**config.mk**
```make
export PLATFORM = sky130hd
export DESIGN_NAME = ln_stat_dispatch
export DESIGN_NICKNAME = d
export VERILOG_FILES = /design/src/rtl/ln_stat_dispatch.sv
export SDC_FILE = /design/constraint.sdc
export NUM_CORES = 2
export LEC_CHECK = 0
export ABC_AREA = 1
export BUFFER_PORTS_ARGS = -buffer_cell sky130_fd_sc_hd__buf_2
export CAP_MARGIN = 5
export CORE_ASPECT_RATIO = 0.7
export CORE_MARGIN = 2
export CORE_UTILIZATION = 40
export CTS_CLUSTER_DIAMETER = 40
export DETAILED_ROUTE_END_ITERATION = 7
export GPL_TIMING_DRIVEN = 0
export HOLD_SLACK_MARGIN = 0.1
export PLACE_DENSITY_LB_ADDON = 0.25
export SLEW_MARGIN = 15
export SYNTH_ARGS = -nofsm -noshare
export SYNTH_HDL_FRONTEND = slang
export SYNTH_SLANG_ARGS = --single-unit
```
**constraint.sdc**
```tcl
create_clock -name i_clk -period 9.8 [get_ports i_clk]
set_clock_uncertainty 0.05 [all_clocks]
set_input_delay 1.47 -clock i_clk [delete_from_list [all_inputs] [get_ports i_clk]]
set_output_delay 1.47 -clock i_clk [all_outputs]
set_load 0.01 [all_outputs]
```
**src/rtl/ln_stat_dispatch.sv**
```systemverilog
// ln_stat_dispatch: collects one frame of N shifted activations, derives the
// frame mean and a Q0.8 reciprocal standard deviation, then replays the frame
// one element at a time to the LayerNorm affine stage.
//
// Handshakes:
//   input  - an element is taken on a rising edge where i_valid & o_ready;
//            o_ready is high only while collecting, and i_valid without
//            o_ready is dropped.
//   output - o_valid is a single-cycle pulse carrying o_x_norm/o_alpha. The
//            next pulse waits for i_affine_done from the affine stage. A done
//            that arrives while nothing is outstanding is ignored.
module ln_stat_dispatch #(
  parameter int N_LOG2 = 3
) (
  input  logic        i_clk,
  input  logic        i_rstn,
  input  logic        i_valid,
  input  logic [8:0]  i_x,
  input  logic [1:0]  i_alpha,
  output logic        o_ready,
  output logic        o_valid,
  output logic [8:0]  o_x_norm,
  output logic [1:0]  o_alpha,
  output logic [21:0] o_mean,
  output logic [7:0]  o_std,
  input  logic        i_affine_done,
  output logic        o_frame_done
);

  localparam int N   = 1 << N_LOG2;
  localparam int SQW = 21 + N_LOG2;
  localparam logic [N_LOG2-1:0] IDX_ONE  = 1;
  localparam logic [N_LOG2-1:0] IDX_LAST = N_LOG2'(N - 1);

  typedef enum logic [2:0] {
    S_COLLECT, S_MEAN, S_VAR, S_ISQ, S_ISSUE, S_WAIT
  } state_t;

  state_t r_state, w_state_nxt;

  logic [N_LOG2-1:0]  r_count, r_idx, w_idx_nxt;
  logic [8:0]         r_buf_x [N];
  logic [1:0]         r_buf_a [N];
  logic signed [21:0] r_sum, r_mean;
  logic [SQW-1:0]     r_sq;
  logic [20:0]        r_var;
  logic [7:0]         r_std_work, r_std;
  logic [2:0]         r_bit;
  logic [8:0]         r_x_out;
  logic [1:0]         r_a_out;

  logic               w_accept, w_last_done, w_keep;
  logic signed [10:0] w_s;
  logic signed [20:0] w_s_sq;
  logic [20:0]        w_sq_div, w_var_diff;
  logic [43:0]        w_msq;
  logic               w_var_neg;
  logic [7:0]         w_cand;
  logic [39:0]        w_prod;

  assign w_accept    = i_valid && (r_state == S_COLLECT);
  assign w_last_done = (r_state == S_WAIT) && i_affine_done && (r_idx == IDX_LAST);
  assign w_idx_nxt   = ((r_state == S_WAIT) && i_affine_done) ? r_idx + IDX_ONE : r_idx;

  // PTF shift into the 11-bit working domain; the square always fits 21 bits unsigned.
  assign w_s    = $signed({{2{i_x[8]}}, i_x}) <<< i_alpha;
  assign w_s_sq = w_s * w_s;

  // Variance: E[s^2] - mean^2, negative results clamp to zero.
  assign w_sq_div   = r_sq[SQW-1:N_LOG2];
  assign w_msq      = r_mean * r_mean;
  assign w_var_neg  = w_msq > {23'd0, w_sq_div};
  assign w_var_diff = w_sq_div - w_msq[20:0];

  // One step of the MSB-first search for the largest c with c*c*var <= 2^16.
  assign w_cand = r_std_work | (8'd1 << r_bit);
  assign w_prod = {32'd0, w_cand} * {32'd0, w_cand} * {19'd0, r_var};
  assign w_keep = w_prod <= 40'd65536;

  // State register
  always_ff @(posedge i_clk) begin
    if (!i_rstn) r_state <= S_COLLECT;
    else         r_state <= w_state_nxt;
  end

  // Next-state logic
  always_comb begin
    w_state_nxt = r_state;
    case (r_state)
      S_COLLECT: if (w_accept && r_count == IDX_LAST) w_state_nxt = S_MEAN;
      S_MEAN:    w_state_nxt = S_VAR;
      S_VAR:     w_state_nxt = S_ISQ;
      S_ISQ:     if (r_bit == 3'd0) w_state_nxt = S_ISSUE;
      S_ISSUE:   w_state_nxt = S_WAIT;
      S_WAIT:    if (i_affine_done) w_state_nxt = (r_idx == IDX_LAST) ? S_COLLECT : S_ISSUE;
      default:   w_state_nxt = S_COLLECT;
    endcase
  end

  // Output decode
  always_comb begin
    o_ready      = (r_state == S_COLLECT);
    o_valid      = (r_state == S_ISSUE);
    o_frame_done = w_last_done;
  end

  // Frame buffer; contents are only meaningful below r_count, so no reset is needed
  always_ff @(posedge i_clk) begin
    if (w_accept) begin
      r_buf_x[r_count] <= i_x;
      r_buf_a[r_count] <= i_alpha;
    end
  end

  // Statistics datapath, replay index and replay output registers
  always_ff @(posedge i_clk) begin
    if (!i_rstn) begin
      r_count    <= '0;
      r_idx      <= '0;
      r_sum      <= '0;
      r_sq       <= '0;
      r_mean     <= '0;
      r_var      <= '0;
      r_std_work <= '0;
      r_std      <= '0;
      r_bit      <= '0;
      r_x_out    <= '0;
      r_a_out    <= '0;
    end else begin
      if (w_accept) begin
        r_count <= r_count + IDX_ONE;
        r_sum   <= r_sum + {{11{w_s[10]}}, w_s};
        r_sq    <= r_sq + {{N_LOG2{1'b0}}, w_s_sq};
      end
      if (r_state == S_MEAN) r_mean <= r_sum >>> N_LOG2;
      if (r_state == S_VAR) begin
        r_var      <= w_var_neg ? 21'd0 : w_var_diff;
        r_std_work <= '0;
        r_bit      <= 3'd7;
      end
      if (r_state == S_ISQ) begin
        r_std_work <= w_keep ? w_cand : r_std_work;
        r_bit      <= r_bit - 3'd1;
        if (r_bit == 3'd0) r_std <= w_keep ? w_cand : r_std_work;
      end
      if (r_state == S_WAIT && i_affine_done) r_idx <= w_idx_nxt;
      if (w_state_nxt == S_ISSUE) begin
        r_x_out <= r_buf_x[w_idx_nxt];
        r_a_out <= r_buf_a[w_idx_nxt];
      end
      if (w_last_done) begin
        r_count <= '0;
        r_idx   <= '0;
        r_sum   <= '0;
        r_sq    <= '0;
      end
    end
  end

  assign o_x_norm = r_x_out;
  assign o_alpha  = r_a_out;
  assign o_mean   = r_mean;
  assign o_std    = r_std;

endmodule

```
# Word-level counts from Yosys, hierarchy flattened
# Memories as Yosys holds them, arrays and structs flattened. A register that Yosys moved wholly into a read port is not among the register bits.
# Index checks and enable logic that the tools add are counted.
[op_classes]
n_reduce_logical = 11
bitwise_logic = 2
mul = 4
eq_ne = 8
shift = 2
order_cmp = 2
mux = 14
addsub = 6
[ops]
columns = ["operator", "count"]
rows = [
  ["44-bit by 21-bit greater-than comparator with 1-bit output", 1],
  ["19-bit by 19-bit multiplier with 38-bit output", 1],
  ["37-bit by 17-bit <= comparator with 1-bit output, second input constant", 1],
  ["16-bit by 21-bit multiplier with 37-bit output", 1],
  ["24-bit by 21-bit adder with 24-bit output", 1],
  ["8-bit 2-to-1 mux", 3],
  ["22-bit adder", 1],
  ["11-bit by 11-bit multiplier with 21-bit output", 1],
  ["21-bit 2-to-1 mux", 1],
  ["3-bit 2-to-1 mux", 7],
  ["21-bit subtractor", 1],
  ["3-bit case mux with 6 select lines", 1],
  ["8-bit by 8-bit multiplier with 16-bit output", 1],
  ["3-bit equality test, second input constant", 5],
  ["9-bit by 2-bit <<< shifter with 11-bit output", 1],
  ["8-bit bitwise OR", 1],
  ["1-bit by 3-bit << shifter with 8-bit output, first input constant", 1],
  ["3-bit by 1-bit adder with 3-bit output, second input constant", 2],
  ["3-bit by 2-bit equality test with 1-bit output, second input constant", 2],
  ["3-bit zero test", 2],
  ["1-bit logical AND", 4],
  ["3-bit by 1-bit equality test with 1-bit output, second input constant", 1],
  ["3-bit by 1-bit subtractor with 3-bit output, second input constant", 1],
  ["1-bit zero test", 2],
  ["5 further kinds", 6],
]
[totals]
ff_bits = 114
ram_bits = 88
output_inout_bits = 44
input_bits = 15
wordCells = 61
mem_count = 2
[memory_table]
columns = ["name", "depth", "width", "read_ports", "rd_ports_with_merged_regs", "write_ports", "line", "source"]
rows = [
  ["r_buf_x", 8, 9, 1, 1, 1, "42", "logic [8:0] r_buf_x [N];"],
  ["r_buf_a", 8, 2, 1, 1, 1, "43", "logic [1:0] r_buf_a [N];"],
]

# Longest topological paths before layout
[depth]
ltp_word = 7
ltp_mapped = 59
ltp_nobuf = 57

# Least setup slack after synthesis
# OpenSTA, ideal clock, no wires.
[synth_timing]
path_type = "register to register"
startpoint = "register r_bit[0]"
endpoint = "register r_std[5] (netlist: o_std[5])"
t_required_ns = 9.683
arrival_ns = 9.690
n_path_buf = 0
stages_incl_launch_ff = 49
setup_time_ns = 0.067
synth_period_minus_slack_ns = 9.807
slack_ns = -0.007
path_cell_list = "dfxtp_1 > inv_1 > ha_1 > a21oi_1 > clkinv_1 > nand2_1 > fa_1 > fa_1 > fa_1 > fa_1 > inv_1 > ha_1 > inv_1 > nor3_1 > a21oi_1 > or2_2 > nand2_1 > a21oi_1 > [13 not listed] > ha_1 > nand2_1 > inv_1 > nand2_1 > nand2_1 > a21oi_1 > nor2_1 > nor2_1 > nand2_1 > nand2_1 > nand2_1 > nor2_1 > nand2_1 > nor2_1 > nand3_2 > nand3_1 > nand2_1 > a21oi_2"
[synth_via]
elab_chain_len = 6
elab_cells_between_ends = 8
cone_classes = "mul (2); order compare (1); shift (1); mux (1); bitwise (1); reduce/logical (2)"
[synth_rtl]
columns = ["element", "line", "source"]
rows = [
  ["start: declaration", "48", "logic [2:0] r_bit;"],
  ["start signal: assignment", "143", "r_bit <= r_bit - 3'd1;"],
  ["1-bit by 3-bit << shifter with 8-bit output", "76", "assign w_cand = r_std_work | (8'd1 << r_bit);"],
  ["8-bit bitwise OR", "76", ""],
  ["8-bit by 8-bit multiplier with 16-bit output", "77", "assign w_prod = {32'd0, w_cand} * {32'd0, w_cand} * {19'd0, r_var};"],
  ["16-bit by 21-bit multiplier with 37-bit output", "77", ""],
  ["37-bit by 17-bit <= comparator with 1-bit output", "78", "assign w_keep = w_prod <= 40'd65536;"],
  ["8-bit 2-to-1 mux", "144", "if (r_bit == 3'd0) r_std <= w_keep ? w_cand : r_std_work;"],
  ["end signal: assignment", "144", ""],
  ["end: declaration", "47", "logic [7:0] r_std_work, r_std;"],
]
# Parallel ways exist; a longest one is shown, timed or not.
# A chain may end at the register's enable or synchronous reset.

# Worst setup path after layout
[layout_timing]
startpoint = "register r_bit[0]"
endpoint = "register r_std[3] (netlist: o_std[3])"
# The elaborated chain is that of the path after synthesis.

==> impl_metrics.env <==
export IMPL_drive_above_1_share_pct=9.84
export IMPL_synth_xor_area_share_pct=2.47
export IMPL_antenna_found_initial=0
export IMPL_critPathMaxFanout=8
export IMPL_crit_required_ns=10.26
export IMPL_layout_nets=6555
export IMPL_synth_compound_area_share_pct=7.94
export IMPL_grt_max_degree=24
export IMPL_maxCapViolations=0
export IMPL_via_count=34400
export IMPL_grt_remaining_overflow=0
export IMPL_synth_fa_ha_area_share_pct=46.2
export IMPL_grt_pass1_vias=34400
export IMPL_synthTopCellsByCount="inv_1 (1340), nand2_1 (980), fa_1 (705)"
export IMPL_crit_type="reg2reg"
export IMPL_core_rowCount=98
export IMPL_grtUsageTotal_pct=23.5
export IMPL_fp_dieArea_sq_um=106000
export IMPL_avgSynthCellArea_sq_um=7.85
export IMPL_maxSlewViolCount=0
export IMPL_wl_um=124000
export IMPL_grt_use_met3_pct=4.60
export IMPL_hp_start="o_alpha[0]"
export IMPL_yosysMostFrequentCell="inv_1"
export IMPL_antenna_left=0
export IMPL_ioPinCount=59
export IMPL_yosysTopAreaCellShare_pct=34.1
export IMPL_grt_pass1_wl_um=195000
export IMPL_relSlewSlack_pct=27.6
export IMPL_tightest_slew_ns=1.08
export IMPL_slowest_delay_ns=0.62
export IMPL_synthFlopType="dfxtp_1"
export IMPL_setup_viol=15
export IMPL_cp_common_cell="fa_1"
export IMPL_rr_worst_depth=46
export IMPL_p_leak_nw=24.9
export IMPL_synth_top_family_by_area="adder cells"
export IMPL_min_path_type="reg2reg"
export IMPL_viasPerCell=5.06
export IMPL_cts_root_buf="clkbuf_16"
export IMPL_synth_distinct_cells=54
export IMPL_fillers=10200
export IMPL_min_period_over_period_pct=103
export IMPL_hold_viol=0
export IMPL_crit_arrival_ns=10.59
export IMPL_drc=0
export IMPL_hpwl_um=102000
export IMPL_yosysTopAreaCell="fa_1"
export IMPL_clkLatencyLatePin_ns=0.59
export IMPL_synth_seq_cells=213
export IMPL_routabilityCongestion=0.954
export IMPL_r2r_end="o_std[3]"
export IMPL_clk_pin_slew_ns=0.07
export IMPL_start_kind="flop"
export IMPL_synth_mux_area_share_pct=0.0242
export IMPL_first_pass_iters=8
export IMPL_cts_buffers=27
export IMPL_wire_per_inst_um=18.2
export IMPL_fin_util_pct=45.2
export IMPL_violations="setup timing"
export IMPL_tritoncts="done"
export IMPL_power_density_nw_per_um2=150
export IMPL_h_tree_depth=1
export IMPL_yosys_top_cells_area="fa_1 (34%), inv_1 (12%), ha_1 (12%)"
export IMPL_r2r_slack_ns=-0.34
export IMPL_die_h_um=273
export IMPL_hold_end="o_alpha[0]"
export IMPL_grt_met2_usage_pct=34.6
export IMPL_critPathCaptureType="flop"
export IMPL_final_setup_tns_ns=-4.49
export IMPL_rsz0062_at_grt="yes"
export IMPL_area_growth_pct=11.8
export IMPL_postCtsHoldBufs=0
export IMPL_setup_slack_ns=-0.336
export IMPL_clockBufferDepth=3
export IMPL_slowest_stage="fa_2"
export IMPL_synth_nets=6403
export IMPL_synth_edff_count=88
export IMPL_postSynthCellCount=5282
export IMPL_core_sq_um=102000
export IMPL_start_util_pct=40.5
export IMPL_portBuffers=58
export IMPL_syn_area_sq_um=41400
export IMPL_yosysSeqAreaShare_pct=12.4
export IMPL_die_w_um=389
export IMPL_fin_crit_ns=10.14
export IMPL_grtUsageMet1_pct=36.0
export IMPL_drt_iter0_markers=2713
export IMPL_fmaxAchievable_ghz=0.0987
export IMPL_synthArstFlopShare_pct=0
export IMPL_peakVddDrop_mv=0.460
export IMPL_hold_depth=2
export IMPL_regToRegStartpoint="r_bit[0]"
export IMPL_yosys_area_share_simple_pct=17.3
export IMPL_ys_warn_count=0
export IMPL_clkSinkCount=213
export IMPL_grt_busiest_layer="met1"
export IMPL_run_status="finished with violations"
## registers in the layout, indices dropped and copies added (netlist names)
| register | flops |
|---|---|
| r_buf_x | 72 |
| r_sq | 24 |
| r_sum | 22 |
| r_var | 21 |
| o_mean | 19 |
| r_buf_a | 16 |
| o_x_norm | 9 |
| o_std | 8 |
| r_std_work | 8 |
| r_bit | 3 |
| r_count | 3 |
| r_idx | 3 |
| r_state | 3 |
| o_alpha | 2 |
## cell usage in the layout, fill, tap and decap left out, types with 8 or more instances in the layout
cell,netlist,layout
inv_1,1340,1321
a21oi_2,8,29
xor2_1,75,74
o21bai_1,23,23
nor2_4,1,15
xnor2_1,42,41
nand3_1,132,121
nor3_1,18,13
nand2_4,0,20
clkbuf_16,0,32
nand4_1,31,31
nand3_2,5,13
o211ai_1,22,22
inv_2,5,19
ha_1,401,372
o221ai_1,19,19
nor2_1,497,465
o21ai_0,189,182
o21ai_2,1,8
nand2_2,18,62
o21ai_1,15,15
a21o_1,16,16
clkbuf_2,1,24
ha_4,0,26
nor2_2,10,28
fa_2,0,16
nand2_1,980,915
fa_1,705,689
a21oi_1,254,229
buf_4,5,69
buf_2,6,63
clkinv_1,16,8
nand3b_1,11,11
clkbuf_1,111,88
o21a_1,13,13
or2_2,36,31
edfxtp_1,88,88
dfxtp_1,125,122
## layer usage
layer  wire length (um)  vias to the layer above
met5                  0                        -
met4               2010                        0
li1                   -                    16200
met3              11100                      132
met1              60000                    16900
met2              50600                     1225
## kinds of logic (layout without fill, tap and decap cells)
group,Yosys count,after routing
buf+inv,1500,1673
fa+ha+maj,1106,1106
flops,213,213
simple gates,1759,1759
compound gates,586,586
xor+xnor,117,117
mux,1,1
other cells,0,2
## critical path: cells and delay by family (launching register included)
family / cells / cell delay, ns
adders and majority gates: 13 / 5.87
AOI/OAI and AO/OA: 6 / 0.83
DFF: 1 / 0.39
xor gates and xnor gates: 1 / 0.18
buffers and inverters: 6 / 0.54
and+or+nand+nor: 20 / 2.14
## per-stage QoR
stage | cells | total power [mW] | setup WS (ns) | hold WS [ns] | area [sq um]
detailed placement | 6691 | 5.72 | -2.54 | 0.408 | 43500
global route | 6805 | 7.71 | -0.735 | 0.434 | 46300
floorplan | 5282 | 4.65 | 0.0587 | 0.386 | 41400
CTS | 6791 | 6.91 | -0.231 | 0.417 | 45900
global placement | 6690 | 5.68 | -2.66 | 0.400 | 43400
finish | 6807 | 6.97 | -0.336 | 0.415 | 46300
## how the worst max path moves through the flow
stage / endpoint / depth (start not counted) / slack [ns] / start
4_1_cts: o_std[0] / 48 / -0.23 / r_bit[0]
3_5_place_dp: o_std[2] / 52 / -2.54 / r_bit[0]
2_1_floorplan: o_std[5] / 48 / 0.06 / r_bit[0]
5_1_grt: o_std[0] / 47 / -0.73 / r_bit[1]
3_3_place_gp: o_std[1] / 47 / -2.66 / r_bit[0]
6_report: o_std[3] / 46 / -0.34 / r_bit[0]
## what timing repair did
item                                   CTS  global route
cloned                                   0             1
gates resized for setup                253           121
endpoints found under the hold margin    0             0
pin swaps                               76            45
setup buffers                           51            13
setup endpoints to repair               15            41
## power breakdown
part | internal (mW) | leakage (nW) | total, mW | switching (mW)
Combinational | 1.80 | 22.6 | 4.77 | 2.98
Clock | 0.688 | 0.512 | 1.16 | 0.471
Sequential | 0.985 | 1.82 | 1.03 | 0.0486
Total | 3.47 | 24.9 | 6.97 | 3.50
## area by class of cell
class | instances | area [sq um] | share of cell area (%)
antenna | 2 | 5.00 | 0.0108
buffer | 138 | 709 | 1.53
clock buffer | 31 | 764 | 1.65
clock inverter | 19 | 290 | 0.627
inverter | 1361 | 5140 | 11.1
multi-input combinational | 3569 | 31800 | 68.6
sequential | 213 | 5160 | 11.1
tap | 1350 | 1690 | 3.65
timing repair buffer | 123 | 795 | 1.72
timing repair inverter | 1 | 5.00 | 0.0108
No activity file was read; power rests on OpenSTA's default activity.
